==> src/rtl/amg_pipe_approx_mul.sv <==
// Two-stage pipelined unsigned multiplier with exact/approximate modes per transaction.
// Optional error statistics (err_cnt/err_max) are built when AMG_MUL_ERR_STATS_EN is defined.
module amg_pipe_approx_mul #(
    parameter int unsigned WIDTH      = 8,
    parameter int unsigned TRUNC_COLS = 2,
    parameter int unsigned OR_COLS    = 6
) (
    input  logic                 clk,
    input  logic                 rst,
    input  logic                 in_valid,
    output logic                 in_ready,
    input  logic [WIDTH-1:0]     x,
    input  logic [WIDTH-1:0]     y,
    input  logic                 mode,
    output logic                 out_valid,
    input  logic                 out_ready,
    output logic [2*WIDTH-1:0]   p,
    output logic                 p_mode
`ifdef AMG_MUL_ERR_STATS_EN
    ,
    output logic [15:0]          err_cnt,
    output logic [2*WIDTH-1:0]   err_max
`endif
);

    localparam int unsigned PW    = 2 * WIDTH;
    localparam int unsigned NPAIR = WIDTH / 2;

    function automatic logic [PW-1:0] col_mask(input int unsigned lo, input int unsigned hi);
        logic [PW-1:0] m;
        m = '0;
        for (int unsigned c = 0; c < PW; c++) begin
            m[c] = (c >= lo) && (c < hi);
        end
        return m;
    endfunction

    localparam logic [PW-1:0] MASK_OR = col_mask(TRUNC_COLS, OR_COLS);
    localparam logic [PW-1:0] MASK_HI = col_mask(OR_COLS, PW);

    logic               w_en;
    logic [PW-1:0]      w_pair [NPAIR];
    logic [PW-1:0]      w_sum;

    logic               r_v1;
    logic               r_v2;
    logic               r_mode1;
    logic [PW-1:0]      r_pair [NPAIR];
    logic [PW-1:0]      r_p;
    logic               r_p_mode;

    assign w_en      = !r_v2 || out_ready;
    assign in_ready  = w_en;
    assign out_valid = r_v2;
    assign p         = r_p;
    assign p_mode    = r_p_mode;

    // Row-pair reduction: exact add, or truncate / OR-merge / half-add by column band.
    always_comb begin
        logic [PW-1:0] a;
        logic [PW-1:0] b;
        for (int unsigned k = 0; k < NPAIR; k++) begin
            a = x[2*k]   ? (PW'(y) << (2*k))     : '0;
            b = x[2*k+1] ? (PW'(y) << (2*k + 1)) : '0;
            if (mode) begin
                w_pair[k] = ((a | b) & MASK_OR) + (a & MASK_HI) + (b & MASK_HI);
            end else begin
                w_pair[k] = a + b;
            end
        end
    end

    always_comb begin
        w_sum = '0;
        for (int unsigned k = 0; k < NPAIR; k++) begin
            w_sum = w_sum + r_pair[k];
        end
    end

    // Both stages share one advance enable; data only captured behind a valid.
    always_ff @(posedge clk) begin
        if (rst) begin
            r_v1     <= 1'b0;
            r_v2     <= 1'b0;
            r_mode1  <= 1'b0;
            r_p      <= '0;
            r_p_mode <= 1'b0;
            for (int unsigned k = 0; k < NPAIR; k++) begin
                r_pair[k] <= '0;
            end
        end else if (w_en) begin
            r_v1 <= in_valid;
            r_v2 <= r_v1;
            if (in_valid) begin
                r_mode1 <= mode;
                for (int unsigned k = 0; k < NPAIR; k++) begin
                    r_pair[k] <= w_pair[k];
                end
            end
            if (r_v1) begin
                r_p      <= w_sum;
                r_p_mode <= r_mode1;
            end
        end
    end

`ifdef AMG_MUL_ERR_STATS_EN
    logic [PW-1:0]      r_exact1;
    logic [PW-1:0]      r_exact2;
    logic [15:0]        r_err_cnt;
    logic [PW-1:0]      r_err_max;
    logic [PW-1:0]      w_diff;

    assign err_cnt = r_err_cnt;
    assign err_max = r_err_max;

    always_comb begin
        w_diff = (r_exact2 >= r_p) ? (r_exact2 - r_p) : (r_p - r_exact2);
    end

    // Reference product travels alongside the pair rows; stats update on output handshake.
    always_ff @(posedge clk) begin
        if (rst) begin
            r_exact1  <= '0;
            r_exact2  <= '0;
            r_err_cnt <= '0;
            r_err_max <= '0;
        end else begin
            if (w_en && in_valid) begin
                r_exact1 <= PW'(x) * PW'(y);
            end
            if (w_en && r_v1) begin
                r_exact2 <= r_exact1;
            end
            if (r_v2 && out_ready && r_p_mode && (r_p != r_exact2)) begin
                if (r_err_cnt != 16'hFFFF) begin
                    r_err_cnt <= r_err_cnt + 16'd1;
                end
                if (w_diff > r_err_max) begin
                    r_err_max <= w_diff;
                end
            end
        end
    end
`endif

endmodule
==> config.mk <==
export PLATFORM = sky130hd
export DESIGN_NAME = amg_pipe_approx_mul
export DESIGN_NICKNAME = d
export VERILOG_FILES = /design/src/rtl/amg_pipe_approx_mul.sv
export SDC_FILE = /design/constraint.sdc
export NUM_CORES = 1
export LEC_CHECK = 0
export BUFFER_PORTS_ARGS = -buffer_cell sky130_fd_sc_hd__buf_2
export CAP_MARGIN = 15
export CORE_MARGIN = 5
export CORE_UTILIZATION = 40
export CTS_CLUSTER_SIZE = 40
export DETAILED_ROUTE_END_ITERATION = 8
export PLACE_DENSITY = 0.65
export SETUP_SLACK_MARGIN = 0.4
export SLEW_MARGIN = 0
export SYNTH_ARGS = -nofsm -noshare
export SYNTH_HDL_FRONTEND = slang
export SYNTH_SLANG_ARGS = --single-unit
==> constraint.sdc <==
create_clock -name clk -period 4.6 [get_ports clk]
set_clock_uncertainty 0.1 [all_clocks]
set_input_delay 0.23 -clock clk [delete_from_list [all_inputs] [get_ports clk]]
set_output_delay 0.23 -clock clk [all_outputs]
set_load 0.02 [all_outputs]
=== Yosys cells after proc, flatten, opt, wreduce, memory -nomap -nowiden ===
Memories as Yosys holds them, arrays and structs flattened.
Cells that the tools add are included.

* Register bits after elaboration: 20
* RAM bits: 64
* Logic and storage cells: 55
* Bits of input ports: 21
* Memories: 1
* Output and inout bits: 19

* Reductions and logical operators: 4
* Bitwise gates (word level): 8
* Mux-type cells: 22
* $add $sub $neg: 15

{| class="wikitable"
|+ Memories
! name !! words !! bits a word !! read ports !! clocked after memory_dff !! write ports !! line !! RTL
|-
| r_pair || 4 || 16 || 4 || 0 || 4 || 48 || <nowiki>logic [PW-1:0] r_pair [NPAIR];</nowiki>
|}

{| class="wikitable"
|+ Operators with widths
! operator !! count
|-
| $mux 16 || 8
|-
| $add 16x16->16 || 3
|-
| $or 6x6->6 || 4
|-
| $add 14x15->16 || 1
|-
| $add 15x15->16 || 1
|-
| $add 6x14->15 || 1
|-
| $mux 15 || 1
|-
| $add 12x13->14 || 1
|-
| $add 13x13->14 || 1
|-
| $mux 14 || 1
|-
| $add 6x12->13 || 1
|-
| $mux 13 || 1
|-
| $add 10x11->12 || 1
|-
| $add 11x11->12 || 1
|-
| $mux 12 || 1
|-
| $add 6x10->11 || 1
|-
| $mux 11 || 1
|-
| $add 8x9->10 || 1
|-
| $add 9x9->10 || 1
|-
| $mux 10 || 1
|-
| $add 6x8->9 || 1
|-
| $mux 9 || 1
|-
| $mux 8 || 1
|-
| $mux 1 || 6
|-
| other kinds (4) || 8
|}

=== Logic depth before layout (Yosys ltp) ===
Gate-level depths: netlist (run 1).

* Depth in word-level cells: 6
* Gate-level depth with buffers: 11

=== Least setup slack after synthesis (run 1) ===
OpenSTA, ideal clock, no wires.

* Kind: register to register
* Start: mem r_pair[1][6] (netlist name)
* End: reg r_p[11], in the netlist p[11]
* Arrival time: 2.835 ns
* Clock period less this slack: 2.997 ns
* Path slack: 1.603 ns
* Stages on the path, launching flop included: 11
* Required time: 4.438 ns
* Cells stage by stage: edfxtp_1 fa_1 inv_1 fa_1 inv_1 ha_1 o211ai_1 o21ai_1 o21a_1 or4_1 nand3_1

{| class="wikitable"
|+ RTL lines
! item !! line !! RTL
|-
| start, declared || 48 ||
|-
| end signal, assigned || 101 || <nowiki>r_p <= w_sum;</nowiki>
|-
| end, declared || 49 || <nowiki>logic [PW-1:0] r_p;</nowiki>
|}

==> impl_metrics.ini, run 1 <==
[outcome]
outcome = finished, final reports clean

[drt]
drtIter0Drc = 345
drcViolationCount = 0
wl_per_cell_um = 14.2
drt-met1-wl_um = 5320
drtAntennaViolNets = 0
drt-total-wl_um = 10900
wl_met3_um = 473
drt-pass1-iter-count = 5
met2_length_um = 4920
routed_via_density = 5.15
highest_layer = met4
vias = 3938

[final_layout]
stdcell_area_mm2 = 0.00562
layout_commonest_cell = inv_1
fill_cells = 1195
drive_gt1_share_pct = 10.6
nets = 691
final_cell_mix = inv_1, nand2_1, ha_1
area_growth_syn_to_layout_pct = 12.4
num_antenna_cells = 0

[sta]
setup_tns_ps = 0
finalMaxSlewViolations = 0
timing.final.crit_share_pct = 69.1
finalWorstSetupSlack_ps = 1420
worst_slew_margin_rel_pct = 25.3
timing.fmax_mhz = 315
period_needed_ps = 3180
setup_viol = 0
tightest_slew_ps = 1120
whs_ps = 125
rsz0062_at_grt = false
finalHoldViolCount = 0

[worst_hold_path]
min_path_cells = 3
hp-start = in_valid
holdCritPathClass = primary input to flop
hold_end = r_v1

[clock_tree]
cts_sinks = 60
cts_tree = built
numCtsBuffers = 9
cts_hold_buf = 0
cts-resized-gates = 0
post_cts_buffers = 0
h-tree-depth = 3
clock_path_buffers = 2
clk_latency_ps = 320
clock_tree.root_cell = clkbuf_16
clk_pin_slew_worst_paths_ps = 50

[setup_path]
path_class = flop to flop
slowest_delay_ps = 540
path_max_fanout = 5
crit_required_ps = 4760
cp-end-kind = flop
cp_data_arrival_time_ps = 3340
crit_path_cell_trace = fa_1 > inv_1 > fa_1 > inv_1 > ha_1 > o211ai_1 > o21ai_1 > o21a_1 > or4_1 > nand3_1
r2r_setup_slack_ps = 1420
crit-reg2reg-capture = p[11]
worstReg2RegStart = r_pair[1][6]
crit_path_start_kind = flop
critical_path.slowest_cell = fa_1
ff2ff_path_depth = 10

[floorplan]
start_util_pct = 41.3
ios = 40
die_w_um = 122
coreArea_mm2 = 0.0121
dieHeight_um = 122
rows = 40
dieArea_mm2 = 0.0148

[power]
powerDensity_mw_per_mm2 = 311
max-vdd-ir-drop_mv = 0.182
p_leak_nw = 2.67

[synthesis]
syn_area_per_cell_um2 = 8.96
synth_warnings = 0
ys.flop_type = edfxtp_1
synth_enable_flop_cells = 40
syn_nets = 658
syn_area_mm2 = 0.00500
yosys.cell_types.count = 51
async_reset_ff_share_pct = 0
ys_ff_latch = 60
netlist_instances = 558
synth_seq_area_share_pct = 32.0

[global_routing]
track_usage_pct = 15.4
grt_max_degree = 42
grt_pass1_vias = 3792
grt_pass1_wl_um = 18200
grt_overflow = 0
antenna_found_initial = 0

[placement]
gp_congestion = 0.841
port_buffers = 39
dpl_worst_slack_ps = 1440
dp_hpwl_um = 8460
dpl_cell_area_mm2 = 0.00535

[job]
maxCapViolCount = 0
critical path, delay by kind of cell (launching register included):
| kind | cells | cell delay [ps] |
|---|---|---|
| adder cells (fa/ha/maj) | 3 | 1400 |
| AO/OA/AOI/OAI | 3 | 570 |
| AND/OR/NAND/NOR | 2 | 560 |
| flip-flops | 1 | 390 |
| buffers and inverters | 2 | 90 |
through the flow:
step                      power [mW]  util, %  std cells
final                           1.75     46.4        764
after detailed placement        1.15     44.1        748
after floorplan                 1.02        -        558
after global placement          1.13     44.1        748
after CTS                       1.76     46.4        764
after global routing            1.86     46.4        764
metal layers:
layer | vias up | track usage (%)
li1 | 2002 | -
met1 | 1842 | 21.0
met2 | 79 | 24.2
met3 | 15 | 3.81
met4 | 0 | 4.62
met5 | - | 0
power by group:
group / switching (mW) / total (mW) / internal (mW) / leakage [nW]
Sequential: 0.0184 / 0.644 / 0.625 / 0.604
Clock: 0.216 / 0.605 / 0.389 / 0.137
Combinational: 0.299 / 0.496 / 0.197 / 1.93
logic make-up (layout without fill, tap and decap cells):
group	Yosys count	count (layout)	share of synthesized area (%)
simple gates	196	196	20.2
compound gates	113	113	14.7
buf+inv	93	131	7.09
fa+ha+maj	79	79	22.8
flops	60	60	32.0
xor+xnor	13	13	2.28
mux	4	4	0.876
area by class of cell:
type                            instances  area, µm²  area share, %
Clock buffer                           13        260           4.63
Tap cell                              168        210           3.74
Sequential cell                        60       1600           28.5
Clock inverter                          3       13.8          0.245
Inverter                               73        274           4.88
Multi-Input combinational cell        405       3040           54.1
Timing Repair Buffer                   42        218           3.87
registers in the layout, summed over array words and instances (netlist names):
signal and flops:
p 16, r_mode1 1, r_pair 40, p_mode 1, out_valid 1, r_v1 1
how the worst max path moves through the flow:
stage	start	endpoint	slack (ps)	cells after the start
after CTS	r_pair[1][6]	p[11]	1420	10
final	r_pair[1][6]	p[11]	1420	10
after floorplan	r_pair[1][6]	p[11]	1600	10
after global placement	r_pair[1][6]	p[11]	1510	10
after global routing	r_pair[1][6]	p[11]	1230	10
after detailed placement	r_pair[1][4]	p[14]	1440	9
cells in the mapped netlist (all sizes together) (4+ instances only):
| cell | n | share of area [%] |
|---|---|---|
| nor3 | 12 | 1.2 |
| clkbuf | 16 | 1.2 |
| ha | 59 | 15 |
| a21o | 9 | 1.4 |
| edfxtp | 40 | 24 |
| nor2b | 5 | 0.63 |
| a21oi | 36 | 3.6 |
| nand4 | 5 | 0.63 |
| nand3 | 13 | 1.3 |
| nor2 | 28 | 2.1 |
| o21ai | 18 | 1.8 |
| a31oi | 5 | 0.63 |
| o21a | 8 | 1.2 |
| or3 | 6 | 0.78 |
| o211ai | 8 | 1.2 |
| xor2 | 6 | 1.1 |
| fa | 20 | 8.0 |
| nand2 | 59 | 4.4 |
| and2 | 35 | 4.4 |
| and3 | 8 | 1.0 |
| or4 | 4 | 0.60 |
| inv | 72 | 5.4 |
| nand4b | 5 | 0.88 |
| xnor2 | 7 | 1.2 |
| dfxtp | 20 | 8.0 |
| a211oi | 11 | 1.8 |
| buf | 4 | 0.40 |
| nand2b | 8 | 1.0 |
Power figures use the tool's default switching activity.
==> run 2, diff against run 1 <==
--- a/config.mk
+++ b/config.mk
@@ -5,6 +5,7 @@
 export SDC_FILE = /design/constraint.sdc
 export NUM_CORES = 1
 export LEC_CHECK = 0
+export ABC_AREA = 1
 export BUFFER_PORTS_ARGS = -buffer_cell sky130_fd_sc_hd__buf_2
 export CAP_MARGIN = 15
 export CORE_MARGIN = 5
==> constraint.sdc (replaced) <==
create_clock -name clk -period 3 [get_ports clk]
set_clock_uncertainty 0.1 [all_clocks]
set_input_delay 0.15 -clock clk [delete_from_list [all_inputs] [get_ports clk]]
set_output_delay 0.15 -clock clk [all_outputs]
set_load 0.02 [all_outputs]
==> impl_metrics.ini, run 2 <==
[outcome]
outcome = finished, final reports clean

[drt]
routed_via_density = 4.68
vias = 4373
wl_per_cell_um = 12.6
drcViolationCount = 0
drtIter0Drc = 209
drtAntennaViolNets = 0
drt-total-wl_um = 11800
drt-pass1-iter-count = 7

[setup_path]
crit_required_ps = 3120
ff2ff_path_depth = 11
path_class = flop to flop
critical_path.slowest_cell = fa_1
path_max_fanout = 3
cp-end-kind = flop
crit_path_cell_trace = ha_1 > fa_1 > ha_4 > fa_2 > nand2_1 > nand3_2 > nand3_2 > a21oi_1 > nand3b_1 > nand2_1 > inv_1
crit_path_start_kind = flop
slowest_delay_ps = 490
cp_data_arrival_time_ps = 2760

[power]
clkPwrFrac_pct = 33.0
max-vdd-ir-drop_mv = 0.322
powerDensity_mw_per_mm2 = 496
p_switching_mw = 1.02
seqPwrFrac_pct = 32.3
p_leak_nw = 3.43
sw_frac_of_total_pct = 33.3
pwr-share-comb_pct = 34.7
internal_power_mw = 2.03

[placement]
gp_congestion = 0.865
dpl_worst_slack_ps = 240
port_buffers = 39
dp_hpwl_um = 8940

[floorplan]
start_util_pct = 40.7
dieHeight_um = 126
coreArea_mm2 = 0.0132
ios = 40
die_w_um = 126
dieArea_mm2 = 0.0158
rows = 42

[synthesis]
async_reset_ff_share_pct = 0
synth_top_area_share_pct = 22.4
ys.flop_type = edfxtp_1
syn_area_per_cell_um2 = 7.42
synth_most_common_cell = nand2_1
netlist_instances = 724
yosys-top-cells-area = edfxtp_1, ha_1, nand2_1
synth_top_cell_by_area = edfxtp_1
ys_ff_latch = 60
yosys.cell_types.count = 37
syn_area_mm2 = 0.00537
synth_warnings = 0
syn_nets = 824
synth_enable_flop_cells = 40
synth_seq_area_share_pct = 29.8
synth_top_cells_by_count = nand2_1, inv_1, nor2_1, ha_1, edfxtp_1

[global_routing]
grt_pass1_wl_um = 19800
antenna_found_initial = 0
use_met1_pct = 20.6
busiest_layer = met2
grt_use_met3_pct = 3.05
grt_overflow = 0
grt_max_degree = 41
track_usage_pct = 15.2
use_met2_pct = 24.8
grt_pass1_vias = 4268

[clock_tree]
numCtsBuffers = 9
h-tree-depth = 3
cts_hold_buf = 0
cts_sinks = 60
clock_path_buffers = 2
clock_tree.root_cell = clkbuf_16
clk_pin_slew_worst_paths_ps = 50
clk_latency_ps = 320
cts_tree = built

[sta]
timing.fmax_mhz = 379
finalMaxSlewViolations = 0
tightest_slew_ps = 573
finalHoldViolCount = 0
whs_ps = 38.4
setup_tns_ps = 0
worst_slew_margin_rel_pct = 61.7
period_needed_ps = 2640
rsz0062_at_grt = true
timing.final.crit_share_pct = 87.9
finalWorstSetupSlack_ps = 362
setup_viol = 0

[final_layout]
nets = 853
layout_commonest_cell = nand2_1
final_cell_mix = nand2_1, inv_1, nor2_1
final_core_util_pct = 46.6
num_antenna_cells = 0
drive_gt1_share_pct = 15.3
regMostFlops = r_pair
largest_reg_flops = 40
area_growth_syn_to_layout_pct = 14.4

[worst_hold_path]
min_path_cells = 4
holdCritPathClass = primary input to flop

[job]
maxCapViolCount = 0
==> run 2: path summary, 6_finish.rpt <==
check	from	end	slack [ps]
setup / recovery	r_pair[1][4]	p[10]	360
hold / removal	in_valid	r_mode1	40
setup reg to reg	r_pair[1][4]	p[10]	360
hold reg to reg	r_mode1	r_mode1	370
==> run 2: critical path, delay by kind of cell (launching register included) <==
kind / cells / cell delay, ps
fa+ha+maj: 4 / 1390
flops: 1 / 370
simple gates: 5 / 580
compound gates: 1 / 60
buf+inv: 1 / 40
==> run 2: final cells by class <==
cell class / instances / area, µm²
Clock buffer: 13 / 250
Clock inverter: 3 / 40.0
Fill cell: 1286 / 7040
Inverter: 163 / 619
Multi-Input combinational cell: 477 / 3200
Sequential cell: 60 / 1600
Tap cell: 176 / 220
Timing Repair Buffer: 42 / 218
==> run 2: timing repair <==
| action | 4_1_cts | 5_1_grt |
|---|---|---|
| resized for setup | 18 | 26 |
| pin swaps | 13 | 18 |
| buffers inserted | 1 | 1 |
| endpoints found under the setup margin | 9 | 9 |
==> run 2: kinds of logic after synthesis <==
logic type      Yosys count  share of synthesized area [%]
fa+ha+maj                79                           21.2
xor+xnor                 13                           2.12
buf+inv                 187                           14.0
simple gates            311                           24.1
flops                    60                           29.8
compound gates           74                           8.69
==> run 2: power groups by stage <==
stage / Sequential (mW) / Clock, mW / Combinational (mW)
2_1_floorplan: 1.02 / 0 / 0.669
3_3_place_gp: 0.998 / 0 / 0.873
3_5_place_dp: 1.00 / 0 / 0.878
4_1_cts: 0.985 / 1.02 / 0.961
5_1_grt: 0.992 / 1.06 / 1.19
6_report: 0.985 / 1.00 / 1.06
==> run 2: routing by layer <==
metal | wire length [µm] | part of all wire (%)
met5 | 0 | 0
met1 | 5800 | 49
met3 | 495 | 4.2
met2 | 5310 | 45
met4 | 159 | 1.4
==> run 2: through the flow <==
stage	std cells	total power [mW]	instance area, µm²
after floorplan	724	1.69	5400
after global placement	916	1.87	5680
after detailed placement	916	1.88	5680
after CTS	933	2.97	6060
after global routing	934	3.24	6150
final	934	3.05	6150
==> run 3, diff against run 2 <==
--- a/config.mk
+++ b/config.mk
@@ -5,7 +5,7 @@
 export SDC_FILE = /design/constraint.sdc
 export NUM_CORES = 1
 export LEC_CHECK = 0
-export ABC_AREA = 1
+export ABC_AREA = 0
 export BUFFER_PORTS_ARGS = -buffer_cell sky130_fd_sc_hd__buf_2
 export CAP_MARGIN = 15
 export CORE_MARGIN = 5
==> impl_metrics.ini, run 3 (synthesized netlist as in run 1, its figures left out) <==
[outcome]
outcome = finished, final reports clean

[placement]
dpl_worst_slack_ps = 47.1
gp_congestion = 0.865
dp_hpwl_um = 8220
port_buffers = 39

[setup_path]
path_max_fanout = 4
cp-end-kind = flop
crit_path_start_kind = flop
ff2ff_path_depth = 10
worstReg2RegStart = r_pair[1][6]
cp_data_arrival_time_ps = 3140
path_class = flop to flop
critical_path.slowest_cell = fa_1
crit_path_start = r_pair[1][6]
crit_required_ps = 3160
slowest_delay_ps = 540
cpMostUsedCell = fa_1
crit_path_cell_trace = fa_1 > inv_1 > fa_1 > inv_2 > ha_4 > o211ai_1 > o21ai_2 > o21a_1 > or4_1 > nand3_1

[power]
powerDensity_mw_per_mm2 = 499
max-vdd-ir-drop_mv = 0.331
p_leak_nw = 2.70

[drt]
vias = 3992
wl_met3_um = 594
drtAntennaViolNets = 0
drtIter0Drc = 330
met2_length_um = 4810
drt-pass1-iter-count = 5
drt-met1-wl_um = 5250
drcViolationCount = 0
routed_via_density = 5.20
drt-total-wl_um = 10800
wl_per_cell_um = 14.1
highest_layer = met4

[clock_tree]
cts_hold_buf = 0
clock_path_buffers = 2
cts_tree = built
clk_pin_slew_worst_paths_ps = 50
clock_tree.root_cell = clkbuf_16
cts_sinks = 60
numCtsBuffers = 9
clk_latency_ps = 320
h-tree-depth = 3

[floorplan]
rows = 40
dieArea_mm2 = 0.0148
dieHeight_um = 122
ios = 40
coreArea_mm2 = 0.0121
die_w_um = 122
start_util_pct = 41.3

[sta]
timing.final.crit_share_pct = 99.3
setup_tns_ps = 0
finalWorstSetupSlack_ps = 21.7
tightest_slew_ps = 674
finalMaxSlewViolations = 0
timing.fmax_mhz = 336
rsz0062_at_grt = true
worst_slew_margin_rel_pct = 55.0
finalHoldViolCount = 0
period_needed_ps = 2980
setup_viol = 0

[job]
maxCapViolCount = 0

[final_layout]
layout_commonest_cell = inv_1
largest_reg_flops = 40
regMostFlops = r_pair
nets = 695
fill_cells = 1165
final_cell_mix = inv_1, nand2_1, ha_1
seqCellArea_mm2 = 0.00160
num_antenna_cells = 0
area_growth_syn_to_layout_pct = 15.8
final_core_util_pct = 47.8
drive_gt1_share_pct = 14.3
multi_input_area_mm2 = 0.00316

[global_routing]
track_usage_pct = 15.4
grt_max_degree = 42
grt_overflow = 0
antenna_found_initial = 0
grt_pass1_wl_um = 18300
grt_pass1_vias = 3855

[worst_hold_path]
min_path_cells = 3
holdCritPathClass = primary input to flop
hp-start = in_valid
## run 3: cell types whose count changed in the layout (fill, tap and decap cells not counted), sizes merged, moves of 6 or more
| cell | delta |
|---|---|
| and3 | +8 |
| inv | -90 |
| a21o | +8 |
| nand3 | -19 |
| o22ai | -7 |
| nand2b | +8 |
| and2 | +34 |
| nand2 | -124 |
| o211ai | +8 |
| nor2 | -52 |
| nor3 | +8 |
| or3 | +6 |
| a211oi | +11 |
## run 3: report_power, final
part,internal [mW],total (mW),switching [mW],leakage [nW]
registers,0.958,0.984,0.0265,0.604
clock network,0.641,0.993,0.352,0.139
logic,0.397,0.911,0.513,1.96
## run 3: metrics by stage
stage	hold WS, ps	area, µm²	power, mW	std cells
floorplan	231	5030	1.60	558
global placement	340	5380	1.76	748
detailed placement	345	5380	1.79	748
CTS	27.3	5740	2.86	766
global route	75.9	5790	3.08	768
finish	36.2	5790	2.89	768
## run 3: worst paths after layout
| path | endpoint | slack (ps) |
|---|---|---|
| worst max-delay path | p[11] | 20 |
| worst min-delay path | r_v1 | 40 |
| worst max register to register | p[11] | 20 |
| worst min register to register | p[8] | 350 |
## run 3: metal layers
layer,vias to the layer above,GRT usage [%]
li1,2011,-
met1,1841,21.8
met2,123,24.0
met3,17,3.16
met4,0,4.13
met5,-,0
## run 3: final cells by class
class / count / share of cell area (%)
multi-input cells: 405 / 54.5
clock buffers: 10 / 3.96
well taps: 168 / 3.63
flip-flops and latches: 60 / 27.7
clock inverters: 6 / 1.10
inverters: 73 / 4.74
repair buffers: 46 / 4.35
## run 3: worst max-delay path, delay by kind of cell (launching register included)
| kind | cells | cell delay [ps] |
|---|---|---|
| adder cells (fa/ha/maj) | 3 | 1260 |
| AO/OA/AOI/OAI | 3 | 570 |
| AND/OR/NAND/NOR | 2 | 490 |
| flip-flops | 1 | 390 |
| buffers and inverters | 2 | 100 |
## run 3: timing repair
item / in CTS / in global routing
resized for setup: 7 / 7
pin swaps: 12 / 11
endpoints found under the setup margin: 8 / 9
buffers inserted: 2 / 2
